File: src/rtl/spi_master_arb_if.sv
// spi_master_arb_if: requester handshakes and SPI link bundle for spi_master_arb
interface spi_master_arb_if;
  logic       req0, we0, ack0, done0;
  logic [4:0] addr0;
  logic [7:0] wdata0;
  logic       req1, we1, ack1, done1;
  logic [4:0] addr1;
  logic [7:0] wdata1;
  logic [7:0] rdata;
  logic       SCLK, CS_n, MOSI, MISO;
  modport master (
    input  req0, we0, addr0, wdata0, req1, we1, addr1, wdata1, MISO,
    output ack0, done0, ack1, done1, rdata, SCLK, CS_n, MOSI
  );
  modport slave (
    output req0, we0, addr0, wdata0, req1, we1, addr1, wdata1, MISO,
    input  ack0, done0, ack1, done1, rdata, SCLK, CS_n, MOSI
  );
endinterface

File: src/rtl/spi_master_arb.sv
// spi_master_arb: round-robin two-port SPI master serialising 14-bit LSB-first frames
module spi_master_arb #(
  parameter int CLK_DIV = 2,
  parameter int GAP     = 2
) (
  input logic              clk,
  input logic              rst,
  spi_master_arb_if.master bus
);
  typedef enum logic [1:0] {S_IDLE, S_SHIFT, S_TAIL, S_GAP} state_t;
  localparam logic [7:0] DIV_M1 = 8'(CLK_DIV - 1);
  localparam logic [7:0] GAP_M1 = 8'(GAP - 1);
  state_t      state_q, state_d;
  logic        last_q, last_d;
  logic        we_q, we_d;
  logic [12:0] sh_q, sh_d;
  logic [7:0]  rx_q, rx_d;
  logic [7:0]  rdata_q, rdata_d;
  logic [7:0]  div_q, div_d;
  logic [3:0]  rise_q, rise_d;
  logic [7:0]  gap_q, gap_d;
  logic        sclk_q, sclk_d;
  logic        cs_n_q, cs_n_d;
  logic        mosi_q, mosi_d;
  logic        ack0_q, ack0_d, ack1_q, ack1_d;
  logic        done0_q, done0_d, done1_q, done1_d;
  logic        tick, win, arb;
  logic [13:0] frame;
  assign bus.ack0  = ack0_q;
  assign bus.ack1  = ack1_q;
  assign bus.done0 = done0_q;
  assign bus.done1 = done1_q;
  assign bus.rdata = rdata_q;
  assign bus.SCLK  = sclk_q;
  assign bus.CS_n  = cs_n_q;
  assign bus.MOSI  = mosi_q;
  // next-state: arbitration, SCLK divider, frame shifting and read capture
  always_comb begin
    state_d = state_q;
    last_d  = last_q;
    we_d    = we_q;
    sh_d    = sh_q;
    rx_d    = rx_q;
    rdata_d = rdata_q;
    div_d   = div_q;
    rise_d  = rise_q;
    gap_d   = gap_q;
    sclk_d  = sclk_q;
    cs_n_d  = cs_n_q;
    mosi_d  = mosi_q;
    ack0_d  = 1'b0;
    ack1_d  = 1'b0;
    done0_d = 1'b0;
    done1_d = 1'b0;
    arb     = 1'b0;
    tick    = div_q == DIV_M1;
    win     = (bus.req0 & bus.req1) ? ~last_q : bus.req1;
    frame   = win ? {bus.we1 ? bus.wdata1 : 8'h00, bus.we1, bus.addr1}
                  : {bus.we0 ? bus.wdata0 : 8'h00, bus.we0, bus.addr0};
    if (state_q == S_SHIFT || state_q == S_TAIL) div_d = tick ? 8'd0 : div_q + 8'd1;
    unique case (state_q)
      S_IDLE: arb = 1'b1;
      S_SHIFT: if (tick) begin
        sclk_d = ~sclk_q;
        if (!sclk_q) begin
          rise_d  = rise_q + 4'd1;
          rx_d    = {bus.MISO, rx_q[7:1]};
          state_d = rise_q == 4'd13 ? S_TAIL : S_SHIFT;
        end else begin
          mosi_d = sh_q[0];
          sh_d   = {1'b0, sh_q[12:1]};
        end
      end
      S_TAIL: if (tick) begin
        sclk_d  = 1'b0;
        cs_n_d  = 1'b1;
        mosi_d  = 1'b0;
        done0_d = ~last_q;
        done1_d = last_q;
        rdata_d = we_q ? rdata_q : rx_q;
        gap_d   = GAP_M1;
        state_d = S_GAP;
      end
      S_GAP: begin
        arb     = gap_q == 8'd0;
        gap_d   = arb ? gap_q : gap_q - 8'd1;
        state_d = arb ? S_IDLE : S_GAP;
      end
    endcase
    if (arb && (bus.req0 || bus.req1)) begin
      state_d = S_SHIFT;
      last_d  = win;
      ack0_d  = ~win;
      ack1_d  = win;
      we_d    = frame[5];
      sh_d    = frame[13:1];
      mosi_d  = frame[0];
      cs_n_d  = 1'b0;
      sclk_d  = 1'b0;
      div_d   = 8'd0;
      rise_d  = 4'd0;
    end
  end
  // state register with synchronous reset that aborts any frame in flight
  always_ff @(posedge clk) begin
    if (rst) begin
      state_q <= S_IDLE;
      last_q  <= 1'b1;
      we_q    <= 1'b0;
      sh_q    <= '0;
      rx_q    <= '0;
      rdata_q <= '0;
      div_q   <= '0;
      rise_q  <= '0;
      gap_q   <= '0;
      sclk_q  <= 1'b0;
      cs_n_q  <= 1'b1;
      mosi_q  <= 1'b0;
      ack0_q  <= 1'b0;
      ack1_q  <= 1'b0;
      done0_q <= 1'b0;
      done1_q <= 1'b0;
    end else begin
      state_q <= state_d;
      last_q  <= last_d;
      we_q    <= we_d;
      sh_q    <= sh_d;
      rx_q    <= rx_d;
      rdata_q <= rdata_d;
      div_q   <= div_d;
      rise_q  <= rise_d;
      gap_q   <= gap_d;
      sclk_q  <= sclk_d;
      cs_n_q  <= cs_n_d;
      mosi_q  <= mosi_d;
      ack0_q  <= ack0_d;
      ack1_q  <= ack1_d;
      done0_q <= done0_d;
      done1_q <= done1_d;
    end
  end
endmodule

File: src/flat_wrapper.sv
// flat-port wrapper written by rule: the top's interface ports become plain ports
module spi_master_arb_flat 
#(
  parameter int CLK_DIV = 2,
  parameter int GAP     = 2
)
  (clk, rst, bus_req0, bus_we0, bus_addr0, bus_wdata0, bus_req1, bus_we1, bus_addr1, bus_wdata1, bus_MISO, bus_ack0, bus_done0, bus_ack1, bus_done1, bus_rdata, bus_SCLK, bus_CS_n, bus_MOSI);
  spi_master_arb_if bus_i ();
  input logic clk;
  input logic rst;
  input wire logic [$bits(bus_i.req0)-1:0] bus_req0;
  input wire logic [$bits(bus_i.we0)-1:0] bus_we0;
  input wire logic [$bits(bus_i.addr0)-1:0] bus_addr0;
  input wire logic [$bits(bus_i.wdata0)-1:0] bus_wdata0;
  input wire logic [$bits(bus_i.req1)-1:0] bus_req1;
  input wire logic [$bits(bus_i.we1)-1:0] bus_we1;
  input wire logic [$bits(bus_i.addr1)-1:0] bus_addr1;
  input wire logic [$bits(bus_i.wdata1)-1:0] bus_wdata1;
  input wire logic [$bits(bus_i.MISO)-1:0] bus_MISO;
  output wire logic [$bits(bus_i.ack0)-1:0] bus_ack0;
  output wire logic [$bits(bus_i.done0)-1:0] bus_done0;
  output wire logic [$bits(bus_i.ack1)-1:0] bus_ack1;
  output wire logic [$bits(bus_i.done1)-1:0] bus_done1;
  output wire logic [$bits(bus_i.rdata)-1:0] bus_rdata;
  output wire logic [$bits(bus_i.SCLK)-1:0] bus_SCLK;
  output wire logic [$bits(bus_i.CS_n)-1:0] bus_CS_n;
  output wire logic [$bits(bus_i.MOSI)-1:0] bus_MOSI;
  assign bus_i.req0 = bus_req0;
  assign bus_i.we0 = bus_we0;
  assign bus_i.addr0 = bus_addr0;
  assign bus_i.wdata0 = bus_wdata0;
  assign bus_i.req1 = bus_req1;
  assign bus_i.we1 = bus_we1;
  assign bus_i.addr1 = bus_addr1;
  assign bus_i.wdata1 = bus_wdata1;
  assign bus_i.MISO = bus_MISO;
  assign bus_ack0 = bus_i.ack0;
  assign bus_done0 = bus_i.done0;
  assign bus_ack1 = bus_i.ack1;
  assign bus_done1 = bus_i.done1;
  assign bus_rdata = bus_i.rdata;
  assign bus_SCLK = bus_i.SCLK;
  assign bus_CS_n = bus_i.CS_n;
  assign bus_MOSI = bus_i.MOSI;
  spi_master_arb #(.CLK_DIV(CLK_DIV), .GAP(GAP)) u_core (.clk(clk), .rst(rst), .bus(bus_i));
endmodule
File: config.mk
export PLATFORM = sky130hd
export DESIGN_NAME = spi_master_arb_flat
export DESIGN_NICKNAME = d
export VERILOG_FILES = /design/src/rtl/spi_master_arb_if.sv /design/src/rtl/spi_master_arb.sv /design/src/flat_wrapper.sv
export SDC_FILE = /design/constraint.sdc
export NUM_CORES = 1
export LEC_CHECK = 0
export ABC_AREA = 0
export ABC_CLOCK_PERIOD_IN_PS = 5800
export CORE_ASPECT_RATIO = 0.6
export CORE_MARGIN = 4
export CORE_UTILIZATION = 39
export DETAILED_ROUTE_END_ITERATION = 12
export GPL_TIMING_DRIVEN = 0
export SYNTH_ARGS = -nofsm -noshare
export SYNTH_HDL_FRONTEND = slang
export SYNTH_SLANG_ARGS = --single-unit
export TNS_END_PERCENT = 50
File: constraint.sdc
create_clock -name clk -period 5.8 [get_ports clk]
set_clock_uncertainty 0.1 [all_clocks]
set_input_delay 1.16 -clock clk [delete_from_list [all_inputs] [get_ports clk]]
set_output_delay 1.16 -clock clk [all_outputs]
set_load 0.005 [all_outputs]
==> flow_metrics.env, run 1 <==
export IMPL_status="finished, final reports clean"
export IMPL_dp_hpwl_um=5190
export IMPL_dr_total_vias=2472
export IMPL_setup_worst_path_class="input pin to flop"
export IMPL_cts_buffer_depth=2
export IMPL_cts_resized=0
export IMPL_cp_data_arrival_time_ns=3.11
export IMPL_syn_area_per_cell_sq_um=8.85
export IMPL_min_path_type="flop to flop"
export IMPL_grt_pass1_wl_um=11700
export IMPL_antenna_found_initial=0
export IMPL_die_x_um=119
export IMPL_ys_flop_type="dfxtp_1"
export IMPL_min_period_ns=2.95
export IMPL_synth_seq_cells=60
export IMPL_crit_slowest_cell="a21boi_1"
export IMPL_clock_sinks=60
export IMPL_grtUsageMet3=0.0486
export IMPL_drcViolationCount=0
export IMPL_portBuffers=45
export IMPL_hold_violations=0
export IMPL_synth_edf_count=0
export IMPL_worst_setup_path_start_kind="input pin"
export IMPL_async_flop_share=0
export IMPL_worstPathCellList="clkdlybuf4s50_1 -> a21boi_1 -> clkbuf_1 -> nand3_1 -> o21ai_0 -> nand2_1 -> a21oi_1"
export IMPL_final_nets=424
export IMPL_power_frac_seq=0.347
export IMPL_cp_end_kind="flop"
export IMPL_rows=23
export IMPL_busiest_layer="met1"
export IMPL_ys_seq_area_frac=0.419
export IMPL_synth_area_leaders="dfxtp_1, mux2i_1, nand2_1"
export IMPL_peakVddDrop_mv=0.176
export IMPL_drtIter0Drc=86
export IMPL_met1_usage=0.244
export IMPL_setup_ws_ns=2.85
export IMPL_fin_crit_sh=0.509
export IMPL_core_area_sq_um=6910
export IMPL_use_met2=0.233
export IMPL_syn_inst=324
export IMPL_fillers=663
export IMPL_htree_levels=3
export IMPL_crit_required_ns=5.96
export IMPL_grt_max_degree=12
export IMPL_maxCapViolCount=0
export IMPL_final_area_sq_um=3770
export IMPL_pre_cts_ws_ns=2.51
export IMPL_wl_per_cell_um=14.8
export IMPL_relSlewSlack=0.479
export IMPL_cpPeakStageDelay_ns=0.57
export IMPL_cts_buffers=9
export IMPL_yosysUniqueCellTypes=46
export IMPL_finalSetupTns_ns=0
export IMPL_clock_latency_ns=0.32
export IMPL_area_delta_synth_final_pct=31.4
export IMPL_gp_congestion=0.785
export IMPL_drive_gt1_frac=0.0623
export IMPL_placed_area_sq_um=3430
export IMPL_netSwitchingPower_mw=0.421
export IMPL_holdBufCountCts=0
export IMPL_syn_nets=368
export IMPL_holdWs_ns=0.360
export IMPL_internal_power_mw=1.05
export IMPL_die_height_um=74.4
export IMPL_cts_root_buf="clkbuf_16"
export IMPL_yosys_area_top_type_share=0.419
export IMPL_drtAntennaViolNets=0
export IMPL_fmax_mhz=339
export IMPL_antenna_cells=0
export IMPL_drtPass1Iterations=4
export IMPL_setup_viol=0
export IMPL_grt_setup_unrepaired="no"
export IMPL_post_cts_buffers=0
export IMPL_power_mw=1.47
export IMPL_dieArea_sq_um=8840
export IMPL_synthesis_area_sq_um=2870
export IMPL_worstPathMaxFanout=10
export IMPL_timing_worst_slew_pin_value_ns=0.777
export IMPL_comb_power_share=0.241
export IMPL_p_per_area_nw_per_um2=390
export IMPL_p_sw_frac=0.286
export IMPL_initial_core_util=0.415
export IMPL_vias_per_cell=5.24
export IMPL_clk_pin_slew_ns=0.05
export IMPL_ys_warn_count=0
export IMPL_yosysTopAreaCell="dfxtp_1"
export IMPL_power_share_clock=0.412
export IMPL_power_leakage_nw=1.45
export IMPL_grt_total_usage=0.167
export IMPL_cts_tree="built"
export IMPL_grt_ovfl_total=0
export IMPL_finalWirelength_um=6980
export IMPL_ioPinCount=48
export IMPL_final_max_slew_violation_count=0
export IMPL_grt_pass1_vias=2296
## sequential cells by signal, summed over array words and instances, names as in the netlist, 2 cells and up
| signal | cells |
|---|---|
| u_core.bus.rdata | 8 |
| u_core.state_q | 2 |
| u_core.rx_q | 8 |
| u_core.rise_q | 4 |
| u_core.gap_q | 8 |
| u_core.div_q | 8 |
| u_core.sh_q | 13 |
## cell usage in the layout, fill, tap and decap left out, types with 11 or more instances in the layout
cell type / n
a211oi_1: 12
a21oi_1: 14
and3_1: 15
clkbuf_1: 12
clkdlybuf4s50_1: 45
dfxtp_1: 60
ha_1: 11
mux2i_1: 23
nand2_1: 40
nor2_1: 37
nor3_1: 11
## cell type report
cell class | instances | area, sq um | area share
multi-input combinational | 239 | 1550 | 0.410
sequential | 60 | 1200 | 0.319
timing repair buffer | 45 | 450 | 0.120
clock buffer | 10 | 229 | 0.0608
clock inverter | 6 | 111 | 0.0295
tap | 87 | 109 | 0.0289
buffer | 17 | 92.6 | 0.0246
inverter | 8 | 30.0 | 0.00797
## cells by family (layout without fill, tap and decap cells)
| group | after synthesis | in the layout | synth area share |
|---|---|---|---|
| and+or+nand+nor | 127 | 127 | 0.217 |
| AOI/OAI and AO/OA | 64 | 64 | 0.150 |
| DFF | 60 | 60 | 0.419 |
| buffers and inverters | 25 | 86 | 0.0427 |
| muxes | 23 | 23 | 0.0802 |
| xor gates and xnor gates | 14 | 14 | 0.0427 |
| adders and majority gates | 11 | 11 | 0.0480 |
## worst max-delay path: cells and delay by family
family                 cells  cell delay, ns
and+or+nand+nor            2            0.20
AOI/OAI and AO/OA          3            0.81
buffers and inverters      2            0.93
## routing by layer
| layer | vias up | wire length (um) |
|---|---|---|
| met5 | - | 0 |
| met4 | 0 | 77 |
| met3 | 10 | 445 |
| met2 | 57 | 2830 |
| met1 | 1147 | 3620 |
| li1 | 1258 | - |
## final timing paths
check                                        from              end  slack [ns]  depth (start not counted)
worst max-delay path                     bus_req1  u_core.sh_q[12]        2.85                          7
worst min-delay path               u_core.rx_q[0]   u_core.rx_q[0]        0.36                          2
worst max register to register  u_core.state_q[0]   u_core.sh_q[4]        3.43                          6
worst min register to register     u_core.rx_q[0]   u_core.rx_q[0]        0.36                          2
## cell usage after synthesis (all sizes together), types with 3 or more instances
library cell and n:
a211oi 12, a21boi 3, a21oi 14, a311oi 9, a31oi 5, and3 15, buf 5, clkbuf 12
dfxtp 60, ha 11, inv 8, mux2i 23, nand2 40, nand3 3, nand3b 3, nand4 3
nor2 37, nor3 11, o21ai 11, or4 3, xnor2 9, xor2 5
## metrics by stage
stage               std cells   util
floorplan                 324      -
global placement          456  0.496
detailed placement        456  0.496
CTS                       472  0.546
global route              472  0.546
finish                    472  0.546
## power by group through the flow
stage,Sequential (mW),Combinational (mW),Clock (mW)
CTS,0.509,0.357,0.617
global placement,0.516,0.351,0
global route,0.516,0.396,0.640
finish,0.509,0.355,0.606
floorplan,0.504,0.245,0
detailed placement,0.517,0.355,0
Note: power is estimated with default switching activity, not from simulation.
==> run 2: changes to the inputs <==
ABC_CLOCK_PERIOD_IN_PS = 2700   (was 5800)
clock period = 2.7 ns   (was 5.8 ns; I/O delays follow)
==> results of run 2 <==
Same layout as run 1 (identical final DEF). Status: finished, final reports clean.
Main changes from that run: setup slack after placement 2.51 ns -> 0.0296 ns; setup slack after layout 2.85 ns -> 0.330 ns; start point of the critical path bus_req1 -> u_core.state_q[0]; end point of the critical path u_core.sh_q[12] -> u_core.sh_q[4]; register-to-register setup slack 3.43 ns -> 0.33 ns; total power 1.47 mW -> 3.16 mW; worst IR drop on VDD 0.176 mV -> 0.377 mV
